===== config.mk =====
export PLATFORM = sky130hd
export DESIGN_NAME = uart_rx_ctrl_flat
export DESIGN_NICKNAME = d
export VERILOG_FILES = /design/src/rtl/uart_rx_ctrl_if.sv /design/src/rtl/uart_rx_ctrl.sv /design/src/flat_wrapper.sv
export SDC_FILE = /design/constraint.sdc
export NUM_CORES = 1
export LEC_CHECK = 0
export BUFFER_PORTS_ARGS = -buffer_cell sky130_fd_sc_hd__buf_2
export CORE_MARGIN = 1.5
export CORE_UTILIZATION = 28
export CTS_CLUSTER_DIAMETER = 30
export DETAILED_ROUTE_END_ITERATION = 10
export PLACE_DENSITY = 0.5
export SYNTH_ARGS = -nofsm -noshare
export SYNTH_HDL_FRONTEND = slang
export SYNTH_SLANG_ARGS = --single-unit

===== constraint.sdc =====
create_clock -name CLK -period 2.45 [get_ports CLK]
set_clock_uncertainty 0.05 [all_clocks]
set_input_delay 0.735 -clock CLK [delete_from_list [all_inputs] [get_ports CLK]]
set_output_delay 0.735 -clock CLK [all_outputs]
set_load 0.01 [all_outputs]

===== src/rtl/uart_rx_ctrl_if.sv =====
// Bus bundle between the UART RX frame controller, the RX line/oversampler
// side (master) and the controller itself (slave).
interface uart_rx_ctrl_if #(
    parameter int DATA_WIDTH = 8
);
    logic                  RX_IN;
    logic                  PAR_EN;
    logic                  PAR_TYP;
    logic                  SampledBit;
    logic [2:0]            EdgeCounter;
    logic [DATA_WIDTH-1:0] P_DATA;
    logic                  DATA_VALID;
    logic                  PAR_ERR;
    logic                  STP_ERR;
    logic                  BUSY;

    modport master (
        output RX_IN, PAR_EN, PAR_TYP, SampledBit,
        input  EdgeCounter, P_DATA, DATA_VALID, PAR_ERR, STP_ERR, BUSY
    );

    modport slave (
        input  RX_IN, PAR_EN, PAR_TYP, SampledBit,
        output EdgeCounter, P_DATA, DATA_VALID, PAR_ERR, STP_ERR, BUSY
    );
endinterface


===== src/rtl/uart_rx_ctrl.sv =====
// UART receive frame controller, 8x oversampling. Drives the sub-bit phase
// to the oversampler, consumes its majority-voted bit once per bit period
// (phase 7) and sequences start / data / optional parity / stop.
module uart_rx_ctrl #(
    parameter int DATA_WIDTH = 8
) (
    input  logic           CLK,
    input  logic           RST,
    uart_rx_ctrl_if.slave  bus
);
    localparam int CW = (DATA_WIDTH > 1) ? $clog2(DATA_WIDTH) : 1;

    typedef enum logic [2:0] {IDLE, START, DATA, PARITY, STOP} state_t;

    state_t                state, state_nxt;
    logic [2:0]            ecnt;
    logic [CW-1:0]         bitcnt;
    logic [DATA_WIDTH-1:0] shreg;
    logic                  pen_q, ptyp_q, par_fail;
    logic                  bit_edge, last_bit, par_exp, stop_eval;
    logic                  dv_d, pe_d, se_d, busy_d;

    // Phase 7 is where the oversampler's vote is valid; the wrap after it is
    // the bit boundary.
    assign bit_edge  = (ecnt == 3'd7);
    assign last_bit  = (bitcnt == CW'(DATA_WIDTH - 1));
    assign par_exp   = (^shreg) ^ ptyp_q;
    assign stop_eval = (state == STOP) && bit_edge;

    assign bus.EdgeCounter = ecnt;

    // State register.
    always_ff @(posedge CLK or posedge RST) begin
        if (RST) state <= IDLE;
        else     state <= state_nxt;
    end

    // Next-state decode; only the phase-7 edge moves a busy frame forward.
    always_comb begin
        state_nxt = state;
        unique case (state)
            IDLE:    if (!bus.RX_IN) state_nxt = START;
            START:   if (bit_edge) state_nxt = bus.SampledBit ? IDLE : DATA;
            DATA:    if (bit_edge && last_bit) state_nxt = pen_q ? PARITY : STOP;
            PARITY:  if (bit_edge) state_nxt = STOP;
            STOP:    if (bit_edge) state_nxt = IDLE;
            default: state_nxt = IDLE;
        endcase
    end

    // Next values of the registered outputs; strobes only on the stop edge.
    always_comb begin
        dv_d   = stop_eval & bus.SampledBit & ~par_fail;
        pe_d   = stop_eval & par_fail;
        se_d   = stop_eval & ~bus.SampledBit;
        busy_d = (state_nxt != IDLE);
    end

    // Frame datapath: phase counter, bit index, shift register, captured
    // parity configuration and parity result.
    always_ff @(posedge CLK or posedge RST) begin
        if (RST) begin
            ecnt     <= '0;
            bitcnt   <= '0;
            shreg    <= '0;
            pen_q    <= 1'b0;
            ptyp_q   <= 1'b0;
            par_fail <= 1'b0;
        end else if (state == IDLE) begin
            // The detection edge is phase 0 of the start bit, so the counter
            // leaves IDLE already at 1.
            if (!bus.RX_IN) begin
                ecnt     <= 3'd1;
                pen_q    <= bus.PAR_EN;
                ptyp_q   <= bus.PAR_TYP;
                par_fail <= 1'b0;
            end else begin
                ecnt <= '0;
            end
        end else begin
            ecnt <= ecnt + 3'd1;
            if (bit_edge) begin
                unique case (state)
                    START:  bitcnt <= '0;
                    DATA: begin
                        shreg[bitcnt] <= bus.SampledBit;
                        if (!last_bit) bitcnt <= bitcnt + CW'(1);
                    end
                    PARITY: par_fail <= (bus.SampledBit != par_exp);
                    default: ;
                endcase
            end
        end
    end

    // Output registers; P_DATA only moves on a good frame.
    always_ff @(posedge CLK or posedge RST) begin
        if (RST) begin
            bus.P_DATA     <= '0;
            bus.DATA_VALID <= 1'b0;
            bus.PAR_ERR    <= 1'b0;
            bus.STP_ERR    <= 1'b0;
            bus.BUSY       <= 1'b0;
        end else begin
            bus.DATA_VALID <= dv_d;
            bus.PAR_ERR    <= pe_d;
            bus.STP_ERR    <= se_d;
            bus.BUSY       <= busy_d;
            if (dv_d) bus.P_DATA <= shreg;
        end
    end
endmodule


===== src/flat_wrapper.sv =====
// flat-port wrapper written by rule: the top's interface ports become plain ports
module uart_rx_ctrl_flat 
#(
    parameter int DATA_WIDTH = 8
)
  (CLK, RST, bus_RX_IN, bus_PAR_EN, bus_PAR_TYP, bus_SampledBit, bus_EdgeCounter, bus_P_DATA, bus_DATA_VALID, bus_PAR_ERR, bus_STP_ERR, bus_BUSY);
  uart_rx_ctrl_if #(.DATA_WIDTH(DATA_WIDTH)) bus_i ();
  input  logic CLK;
  input  logic RST;
  input wire logic [$bits(bus_i.RX_IN)-1:0] bus_RX_IN;
  input wire logic [$bits(bus_i.PAR_EN)-1:0] bus_PAR_EN;
  input wire logic [$bits(bus_i.PAR_TYP)-1:0] bus_PAR_TYP;
  input wire logic [$bits(bus_i.SampledBit)-1:0] bus_SampledBit;
  output wire logic [$bits(bus_i.EdgeCounter)-1:0] bus_EdgeCounter;
  output wire logic [$bits(bus_i.P_DATA)-1:0] bus_P_DATA;
  output wire logic [$bits(bus_i.DATA_VALID)-1:0] bus_DATA_VALID;
  output wire logic [$bits(bus_i.PAR_ERR)-1:0] bus_PAR_ERR;
  output wire logic [$bits(bus_i.STP_ERR)-1:0] bus_STP_ERR;
  output wire logic [$bits(bus_i.BUSY)-1:0] bus_BUSY;
  assign bus_i.RX_IN = bus_RX_IN;
  assign bus_i.PAR_EN = bus_PAR_EN;
  assign bus_i.PAR_TYP = bus_PAR_TYP;
  assign bus_i.SampledBit = bus_SampledBit;
  assign bus_EdgeCounter = bus_i.EdgeCounter;
  assign bus_P_DATA = bus_i.P_DATA;
  assign bus_DATA_VALID = bus_i.DATA_VALID;
  assign bus_PAR_ERR = bus_i.PAR_ERR;
  assign bus_STP_ERR = bus_i.STP_ERR;
  assign bus_BUSY = bus_i.BUSY;
  uart_rx_ctrl #(.DATA_WIDTH(DATA_WIDTH)) u_core (.CLK(CLK), .RST(RST), .bus(bus_i));
endmodule

==> impl_metrics.yaml, run 1 <==
routing:
  ant_nets: 0
  drc: 0
  vias: 1018
  routedWlPerCell_um: 12.2
  via_per_inst: 4.48
  routed_wl_mm: 2.77
  first_pass_iters: 5
  first_iter_violations: 92
synth:
  syn_area_mm2: 0.00158
  synth_cells: 130
  seq_area_frac_synth: 0.508
  yosysWarnings: 0
  synth_cell_type_count: 34
  async_flop_share: 1.00
  synth_area_leaders: "dfrtp_1 51%, mux2_2 13%, ha_1 4.0%"
  yosys_register_bits: 32
  synth_edf_count: 0
  synth_top_area_frac: 0.508
  syn_avg_cell_area_um2: 12.1
  synth_ff_type: "dfrtp_1"
  syn_nets: 141
  synthTopCellsByCount: "32 x dfrtp_1, 18 x mux2_2, 8 x nand2_1, 8 x nor2_1, 7 x o21ai_0"
  synth.most_common_cell: "dfrtp_1"
  synth_area_leader_cell: "dfrtp_1"
sta:
  period_share: 0.695
  layout_min_cycle_time_ns: 1.70
  relSlewSlack: 0.624
  rsz0062_at_grt: "no"
  hold_ws_ns: 0.430
  finalSetupTns_ns: 0
  fmax_ghz: 0.588
  finalHoldViolCount: 0
  slew_violations: 0
  max_slew.worst_pin.slew_ns: 0.565
  finalSetupViolCount: 0
critical_path:
  path_depth: 5
  worstPathMaxFanout: 8
  r2r-end: "u_core.shreg[3]$_DFFE_PP0P_"
  crit_slowest_cell: "dfrtp_1"
  cpPeakStageDelay_ns: 0.36
  cp.buffers_inverters: 0
  r2r_slack_ns: 0.75
  path_cells: "ha_1 -> ha_1 -> nand2_1 -> nor3_1 -> mux2_2"
  path_class: "flip-flop to flip-flop"
  worstSetupEndpoint: "u_core.shreg[3]$_DFFE_PP0P_"
  crit_path_frequent_cell: "ha_1"
  crit_family: "adder cells"
  worstSetupStartpointType: "flip-flop"
  required_ns: 2.57
  cp-startpoint: "u_core.bus.EdgeCounter[0]$_DFF_PP0_"
  timing.rr.start: "u_core.bus.EdgeCounter[0]$_DFF_PP0_"
  r2r_cells: 5
  arrival_ns: 1.82
  end_kind: "flip-flop"
clocking:
  clk_pin_slew_ns: 0.06
  numClockSinks: 32
  htreeDepth: 2
  clock_latency_ns: 0.28
  cts_buffers: 5
  cts-root-buf: "clkbuf_8"
  cts_buffer_depth: 2
  postCtsHoldBufs: 0
  cts_resized: 0
  postCtsSetupBuffers: 0
  cts_tree: "done"
cells_and_area:
  fillers: 561
  diodes: 0
  stdcell_area_mm2: 0.00187
  final_nets: 165
  drive_gt1_frac: 0.355
  area_growth_pct: 18.6
placement:
  placed_area_mm2: 0.00174
  portBuffers: 20
  gp_congestion: 0.749
  place_hpwl_mm: 2.06
die:
  core_area_mm2: 0.00547
  dieArea_mm2: 0.00609
  die_y_um: 78.1
  start_util: 0.288
  top_level_ports: 21
  row_count: 27
  die_w_um: 78.1
global_route:
  grt_overflow_total: 0
  grt_pass1_wl_mm: 4.89
  track_usage: 0.105
  grt_pass1_vias: 1029
  grt_max_degree: 33
  grt_antenna_before_repair: 0
job:
  maxCapViolations: 0
worst_hold_path:
  hold_depth: 1
  hold_class: "flip-flop to flip-flop"
power_and_ir_drop:
  power.leakage_nw: 0.895
  power_density_mw_per_mm2: 873
  ir_worst_vdd_uv: 291
status:
  outcome: "finished clean"
## layer usage
layer / track usage / routed length, um / vias up
met1: 0.127 / 1260 / 498
met5: 0 / 0 / -
met4: 0.0536 / 28 / 0
met2: 0.169 / 1390 / 17
met3: 0.0326 / 90 / 4
li1: - / - / 499
## flip-flops by register name, indices dropped and copies added (netlist names)
register                cells
u_core.shreg                8
u_core.bus.DATA_VALID       1
u_core.bitcnt               3
u_core.par_fail             1
u_core.bus.BUSY             1
u_core.pen_q                1
u_core.bus.STP_ERR          1
u_core.bus.PAR_ERR          1
u_core.bus.P_DATA           8
u_core.ptyp_q               1
u_core.bus.EdgeCounter      3
u_core.state                3
## logic make-up (layout without fill, tap and decap cells)
kind of cell | count (synthesis) | in the layout | synth area share
buffers and inverters | 7 | 32 | 0.0293
muxes | 20 | 20 | 0.141
adders and majority gates | 5 | 5 | 0.0397
and+or+nand+nor | 47 | 47 | 0.189
DFF | 32 | 32 | 0.508
AOI/OAI and AO/OA | 11 | 11 | 0.0404
xor gates and xnor gates | 8 | 8 | 0.0531
## stage by stage
stage,instances,worst slack (ns),utilization,power (W)
2_1_floorplan,130,0.823,-,0.00102
3_3_place_gp,219,0.609,0.319,0.00109
3_5_place_dp,219,0.601,0.319,0.00111
4_1_cts,227,0.724,0.342,0.00167
5_1_grt,227,0.616,0.342,0.00174
6_report,227,0.748,0.342,0.00163
## worst min path at each step
stage	start	endpoint	slack, ns
floorplan	u_core.bitcnt[1]$_DFFE_PP0P_	u_core.bitcnt[1]$_DFFE_PP0P_	0.44
global placement	u_core.bus.EdgeCounter[0]$_DFF_PP0_	u_core.bus.EdgeCounter[0]$_DFF_PP0_	0.41
detailed placement	u_core.bus.EdgeCounter[0]$_DFF_PP0_	u_core.bus.EdgeCounter[0]$_DFF_PP0_	0.43
CTS	u_core.bus.EdgeCounter[0]$_DFF_PP0_	u_core.bus.EdgeCounter[0]$_DFF_PP0_	0.44
global route	u_core.bus.EdgeCounter[0]$_DFF_PP0_	u_core.bus.EdgeCounter[0]$_DFF_PP0_	0.44
finish	u_core.bus.EdgeCounter[0]$_DFF_PP0_	u_core.bus.EdgeCounter[0]$_DFF_PP0_	0.43
## cells in the final DEF (no fill, tap or decap), types with 2 or more instances in the layout
master | netlist | routed
buf_2 | 1 | 20
o21ai_0 | 7 | 7
nor3_1 | 5 | 5
nand4_1 | 2 | 2
ha_1 | 5 | 5
and3_1 | 2 | 2
inv_1 | 2 | 2
mux2i_1 | 2 | 2
nand2_1 | 8 | 8
nor2_4 | 2 | 2
dfrtp_1 | 32 | 32
nor2b_1 | 5 | 5
clkbuf_8 | 0 | 7
nand3_1 | 4 | 4
nor2_1 | 8 | 8
buf_4 | 3 | 2
xnor2_1 | 6 | 6
mux2_2 | 18 | 18
nand2b_1 | 2 | 2
## final cells by class
class / instances / area, um2 / area share
Sequential cell: 32 / 801 / 0.428
Clock inverter: 1 / 30.0 / 0.0161
Clock buffer: 7 / 96.3 / 0.0515
Inverter: 2 / 7.51 / 0.00401
Timing Repair Buffer: 22 / 115 / 0.0615
Tap cell: 72 / 90.1 / 0.0482
Multi-Input combinational cell: 91 / 731 / 0.391
## where the power goes
| group | internal (W) | switching, W |
|---|---|---|
| registers | 0.000609 | 0.0000970 |
| clock network | 0.000358 | 0.000184 |
| logic | 0.000201 | 0.000183 |
(Power assumes the default switching activity.)
==> run 2, diff against run 1 <==
--- a/config.mk
+++ b/config.mk
@@ -5,12 +5,13 @@
 export SDC_FILE = /design/constraint.sdc
 export NUM_CORES = 1
 export LEC_CHECK = 0
+export ABC_AREA = 1
 export BUFFER_PORTS_ARGS = -buffer_cell sky130_fd_sc_hd__buf_2
 export CORE_MARGIN = 1.5
 export CORE_UTILIZATION = 28
 export CTS_CLUSTER_DIAMETER = 30
 export DETAILED_ROUTE_END_ITERATION = 10
-export PLACE_DENSITY = 0.5
+export PLACE_DENSITY = 0.49
 export SYNTH_ARGS = -nofsm -noshare
 export SYNTH_HDL_FRONTEND = slang
 export SYNTH_SLANG_ARGS = --single-unit
==> constraint.sdc (replaced) <==
create_clock -name CLK -period 1.65 [get_ports CLK]
set_clock_uncertainty 0.05 [all_clocks]
set_input_delay 0.495 -clock CLK [delete_from_list [all_inputs] [get_ports CLK]]
set_output_delay 0.495 -clock CLK [all_outputs]
set_load 0.01 [all_outputs]
==> run 2 against run 1 <==
Net effect: die area grew 5.4%; design area grew 7.6%; global-route usage grew 1.6 points; register-to-register slack lost 0.64 ns; largest cell class unchanged; highest routed layer unchanged.
==> impl_metrics.yaml, run 2 <==
die:
  dieArea_mm2: 0.00642
  start_util: 0.297
  die_y_um: 80.2
  core_area_mm2: 0.00561
  top_level_ports: 21
  row_count: 27
  die_w_um: 80.2
sta:
  finalSetupViolCount: 0
  finalSetupTns_ns: 0
  finalHoldViolCount: 0
  fmax_ghz: 0.648
  layout_min_cycle_time_ns: 1.54
  slew_violations: 0
  fin_ws_ns: 0.106
  max_slew.worst_pin.slew_ns: 0.450
  period_share: 0.936
  relSlewSlack: 0.699
  rsz0062_at_grt: "no"
critical_path:
  path_cells: "ha_1 -> ha_1 -> inv_1 -> nor2_2 -> nand3_2 -> buf_12 -> nand2_1 -> o21ai_2"
  worstPathMaxFanout: 16
  worstSetupStartpointType: "flip-flop"
  arrival_ns: 1.67
  path_depth: 8
  end_kind: "flip-flop"
  required_ns: 1.77
  r2r_cells: 8
  cp.buffers_inverters: 2
  timing.rr.start: "u_core.bus.EdgeCounter[0]$_DFF_PP0_"
  path_class: "flip-flop to flip-flop"
  crit_family: "adder cells"
  r2r_slack_ns: 0.11
  r2r-end: "u_core.bus.P_DATA[5]$_DFFE_PP0P_"
  crit_slowest_cell: "dfrtp_1"
  crit_path_frequent_cell: "ha_1"
  cpPeakStageDelay_ns: 0.37
placement:
  placed_area_mm2: 0.00191
  place_ws_ns: 0.110
  placedCellCount: 305
  portBuffers: 20
  gp_congestion: 0.811
  place_hpwl_mm: 2.55
cells_and_area:
  largest_registers: "u_core.bus.P_DATA x8, u_core.shreg x8"
  layout_commonest_cell: "nand2_1"
  fillers: 604
  final_cell_mix: "55 x nand2_1, 32 x inv_1, 32 x dfrtp_1"
  area_growth_pct: 20.8
  stdcell_area_mm2: 0.00201
  diodes: 0
  final_nets: 251
  stdcell_count: 313
  drive_gt1_frac: 0.216
clocking:
  cts_tree: "done"
  cts_buffers: 5
  htreeDepth: 2
  postCtsSetupBuffers: 0
  numClockSinks: 32
  cts_buffer_depth: 2
  clk_pin_slew_ns: 0.07
  cts-root-buf: "clkbuf_8"
  clock_latency_ns: 0.28
status:
  outcome: "finished clean"
synth:
  synth_top_area_frac: 0.480
  async_flop_share: 1.00
  syn_nets: 218
  synth_area_leader_cell: "dfrtp_1"
  synth_cell_type_count: 23
  seq_area_frac_synth: 0.480
  synth.most_common_cell: "nand2_1"
  synth_area_leaders: "dfrtp_1 48%, nand2_1 12%, inv_1 7.2%"
  syn_area_mm2: 0.00167
  synth_cells: 207
  syn_avg_cell_area_um2: 8.05
  synthTopCellsByCount: "55 x nand2_1, 32 x dfrtp_1, 32 x inv_1"
  yosysWarnings: 0
  synth_edf_count: 0
  synth_ff_type: "dfrtp_1"
  yosys_register_bits: 32
job:
  maxCapViolations: 0
global_route:
  grt_pass1_vias: 1341
  grt_antenna_before_repair: 0
  grt_max_degree: 33
  grt_pass1_wl_mm: 5.86
  track_usage: 0.121
  grt_overflow_total: 0
routing:
  ant_nets: 0
  first_iter_violations: 48
  routed_wl_mm: 3.35
  via_per_inst: 4.43
  vias: 1387
  routedWlPerCell_um: 10.7
  drc: 0
  first_pass_iters: 4
worst_hold_path:
  hold_class: "primary input to async pin"
power_and_ir_drop:
  power_w: 0.00227
  power_density_mw_per_mm2: 1130
  ir_worst_vdd_uv: 469
  power.leakage_nw: 1.06
## run 2: cell count changes after synthesis, sizes merged, moves of 5 or more
cell / previous run / this run
nand2: 8 / 57
inv: 2 / 33
mux2: 18 / 0
nand3: 4 / 20
nor2: 10 / 22
o21ai: 8 / 20
nor2b: 5 / 0
xnor2: 6 / 1
## run 2: cell families after synthesis
group,after synthesis,share of synthesized area
buffers and inverters,35,0.0841
AOI/OAI and AO/OA,21,0.0788
xor gates and xnor gates,3,0.0158
DFF,32,0.480
adders and majority gates,5,0.0375
and+or+nand+nor,111,0.303
## run 2: worst max path at each step
| stage | startpoint | endpoint | slack [ns] |
|---|---|---|---|
| finish | u_core.bus.EdgeCounter[0]$_DFF_PP0_ | u_core.bus.P_DATA[5]$_DFFE_PP0P_ | 0.11 |
| detailed placement | u_core.bus.EdgeCounter[0]$_DFF_PP0_ | u_core.bus.BUSY$_DFF_PP0_ | 0.11 |
| global route | u_core.state[0]$_DFF_PP0_ | u_core.par_fail$_DFFE_PP0P_ | 0.005 |
| global placement | u_core.state[0]$_DFF_PP0_ | u_core.ptyp_q$_DFFE_PP0P_ | 0.14 |
| floorplan | u_core.bus.EdgeCounter[0]$_DFF_PP0_ | u_core.bus.BUSY$_DFF_PP0_ | 0.09 |
| CTS | u_core.bus.EdgeCounter[0]$_DFF_PP0_ | u_core.bus.BUSY$_DFF_PP0_ | 0.08 |
## run 2: area by class of cell
type                            count  area, um2  area share
Timing Repair Buffer               28        173      0.0858
Sequential cell                    32        801       0.398
Tap cell                           72       90.1      0.0447
Clock buffer                        8       90.1      0.0447
Inverter                           33        124      0.0615
Multi-Input combinational cell    140        736       0.365
## run 2: metal layers
layer	GRT usage	wire length (um)
met3	0.0307	136
met4	0.0621	92
met1	0.141	1540
met2	0.204	1580
met5	0	0
## run 2: report_power, final
group | leakage, nW | internal [W] | switching (W) | total, W
logic | 0.625 | 0.000245 | 0.000412 | 0.000656
clock network | 0.0455 | 0.000340 | 0.000272 | 0.000612
registers | 0.390 | 0.000910 | 0.0000947 | 0.00100
total | 1.06 | 0.00149 | 0.000778 | 0.00227
## run 2: worst min-delay path, cell delays in order
cell,delay (ns)
buf_2,0.09
inv_1,0.04
buf_4,0.36
## run 2: metrics by stage
stage | hold WS, ns | utilization
6_report | 0.235 | 0.359
5_1_grt | 0.265 | 0.359
4_1_cts | 0.254 | 0.357
3_5_place_dp | 0.417 | 0.341
3_3_place_gp | 0.412 | 0.341
2_1_floorplan | 0.429 | -
## run 2: repair_timing
item,4_1_cts,5_1_grt
endpoints found under the setup margin,0,1
resized for setup,0,2
hold buffers,0,0
hold endpoints to repair,0,0
==> run 3, diff against run 2 <==
==> constraint.sdc (replaced) <==
create_clock -name CLK -period 1.6 [get_ports CLK]
set_clock_uncertainty 0.05 [all_clocks]
set_input_delay 0.48 -clock CLK [delete_from_list [all_inputs] [get_ports CLK]]
set_output_delay 0.48 -clock CLK [all_outputs]
set_load 0.01 [all_outputs]
==> run 3 against run 2 <==
Net effect: die area unchanged; cell count down 0.32%; critical endpoint unchanged; register-to-register slack about the same; design area up 0.31%; global-route usage about the same; worst hold slack worse by 0.0085 ns; utilization up 0.11 points; total power up 1.1%; combinational power up 9.0%; setup slack about the same; clock-buffer cell count down 3.
==> impl_metrics.yaml, run 3 (synthesized netlist as in run 2, its figures left out) <==
cells_and_area:
  drive_gt1_frac: 0.238
  stdcell_area_mm2: 0.00202
  area_growth_pct: 21.2
  finalCoreUtilization: 0.360
  diodes: 0
  final_nets: 253
  final_cell_mix: "55 x nand2_1, 32 x inv_1, 32 x dfrtp_1"
  largest_registers: "u_core.bus.P_DATA x8, u_core.shreg x8"
  layout_commonest_cell: "nand2_1"
clocking:
  numClockSinks: 32
  postCtsHoldBufs: 0
  clock_latency_ns: 0.28
  clk_pin_slew_ns: 0.06
  cts-root-buf: "clkbuf_8"
  cts_buffers: 5
  htreeDepth: 2
  cts_buffer_depth: 2
  cts_tree: "done"
sta:
  fmax_ghz: 0.670
  max_slew.worst_pin.slew_ns: 0.410
  rsz0062_at_grt: "yes"
  finalSetupViolCount: 0
  slew_violations: 0
  layout_min_cycle_time_ns: 1.49
  period_share: 0.933
  finalSetupTns_ns: 0
  finalHoldViolCount: 0
  relSlewSlack: 0.727
  hold_ws_ns: 0.227
placement:
  placed_area_mm2: 0.00192
  portBuffers: 20
  place_hpwl_mm: 2.60
  gp_congestion: 0.813
routing:
  ant_nets: 0
  first_pass_iters: 4
  drc: 0
  routed.top_layer: "met4"
  met2_length_mm: 1.62
  dr_wl_met3_um: 86
  via_per_inst: 4.30
  routed_wl_mm: 3.38
  vias: 1341
  routedWlPerCell_um: 10.8
  drt-met1-wl_mm: 1.60
  first_iter_violations: 55
die:
  die_w_um: 80.2
  dieArea_mm2: 0.00642
  top_level_ports: 21
  core_area_mm2: 0.00561
  die_y_um: 80.2
  start_util: 0.297
  row_count: 27
critical_path:
  cpPeakStageDelay_ns: 0.36
  r2r_cells: 8
  timing.rr.start: "u_core.bus.EdgeCounter[0]$_DFF_PP0_"
  path_cells: "ha_2 -> ha_1 -> inv_1 -> nor2_2 -> nand3_2 -> buf_12 -> nand2_1 -> o21ai_2"
  crit_slowest_cell: "dfrtp_1"
  worstPathMaxFanout: 16
  arrival_ns: 1.61
  path_class: "flip-flop to flip-flop"
  worstSetupStartpointType: "flip-flop"
  cp-startpoint: "u_core.bus.EdgeCounter[0]$_DFF_PP0_"
  required_ns: 1.72
  end_kind: "flip-flop"
  r2r-end: "u_core.bus.P_DATA[5]$_DFFE_PP0P_"
  r2r_slack_ns: 0.11
power_and_ir_drop:
  power.leakage_nw: 1.06
  ir_worst_vdd_uv: 451
  power_density_mw_per_mm2: 1140
job:
  maxCapViolations: 0
status:
  outcome: "finished clean"
worst_hold_path:
  hold_class: "primary input to async pin"
global_route:
  track_usage: 0.121
  grt_overflow_total: 0
  grt_pass1_wl_mm: 5.93
  grt_antenna_before_repair: 0
  grt_max_degree: 33
  grt_pass1_vias: 1331
## run 3: how the worst max path moves through the flow
stage,end,slack (ns)
finish,u_core.bus.P_DATA[5]$_DFFE_PP0P_,0.11
CTS,u_core.bus.BUSY$_DFF_PP0_,0.01
global placement,u_core.ptyp_q$_DFFE_PP0P_,0.1
floorplan,u_core.bus.BUSY$_DFF_PP0_,0.04
global route,u_core.bus.BUSY$_DFF_PP0_,-0.01
detailed placement,u_core.bus.BUSY$_DFF_PP0_,0.03
## run 3: report_power, final
group          switching [W]  internal [W]  total (W)
sequential          0.000100      0.000938    0.00104
clock               0.000264      0.000280   0.000544
combinational       0.000436      0.000279   0.000715
total               0.000801       0.00150    0.00230
## run 3: per-layer routing
layer	track usage	vias to the layer above
li1	-	716
met1	0.138	603
met2	0.213	17
met3	0.0273	5
met4	0.0569	0
met5	0	-
## run 3: through the flow
| stage | power, W | instances | setup WS, ns |
|---|---|---|---|
| after global placement | 0.00173 | 306 | 0.0976 |
| after global routing | 0.00250 | 312 | -0.00982 |
| after floorplan | 0.00151 | 207 | 0.0436 |
| final | 0.00230 | 312 | 0.107 |
| after CTS | 0.00230 | 311 | 0.0136 |
| after detailed placement | 0.00174 | 306 | 0.0344 |
## run 3: critical path, delay by kind of cell (launching register included)
family                     cells  cell delay (ns)
AOI/OAI and AO/OA              1             0.05
buffers and inverters          2             0.23
and+or+nand+nor                3             0.31
DFF                            1             0.36
adders and majority gates      2             0.38
## run 3: repair_timing
item                       CTS  global route
gates resized for setup      0             6
setup buffers                0             1
setup endpoints to repair    0            12
## run 3: area by class of cell
cell class | instances | area, um2
Clock buffer | 5 | 68.8
Timing Repair Buffer | 30 | 188
Multi-Input combinational cell | 140 | 748
Fill cell | 617 | 3590
Tap cell | 72 | 90.1
Sequential cell | 32 | 801
Inverter | 33 | 124
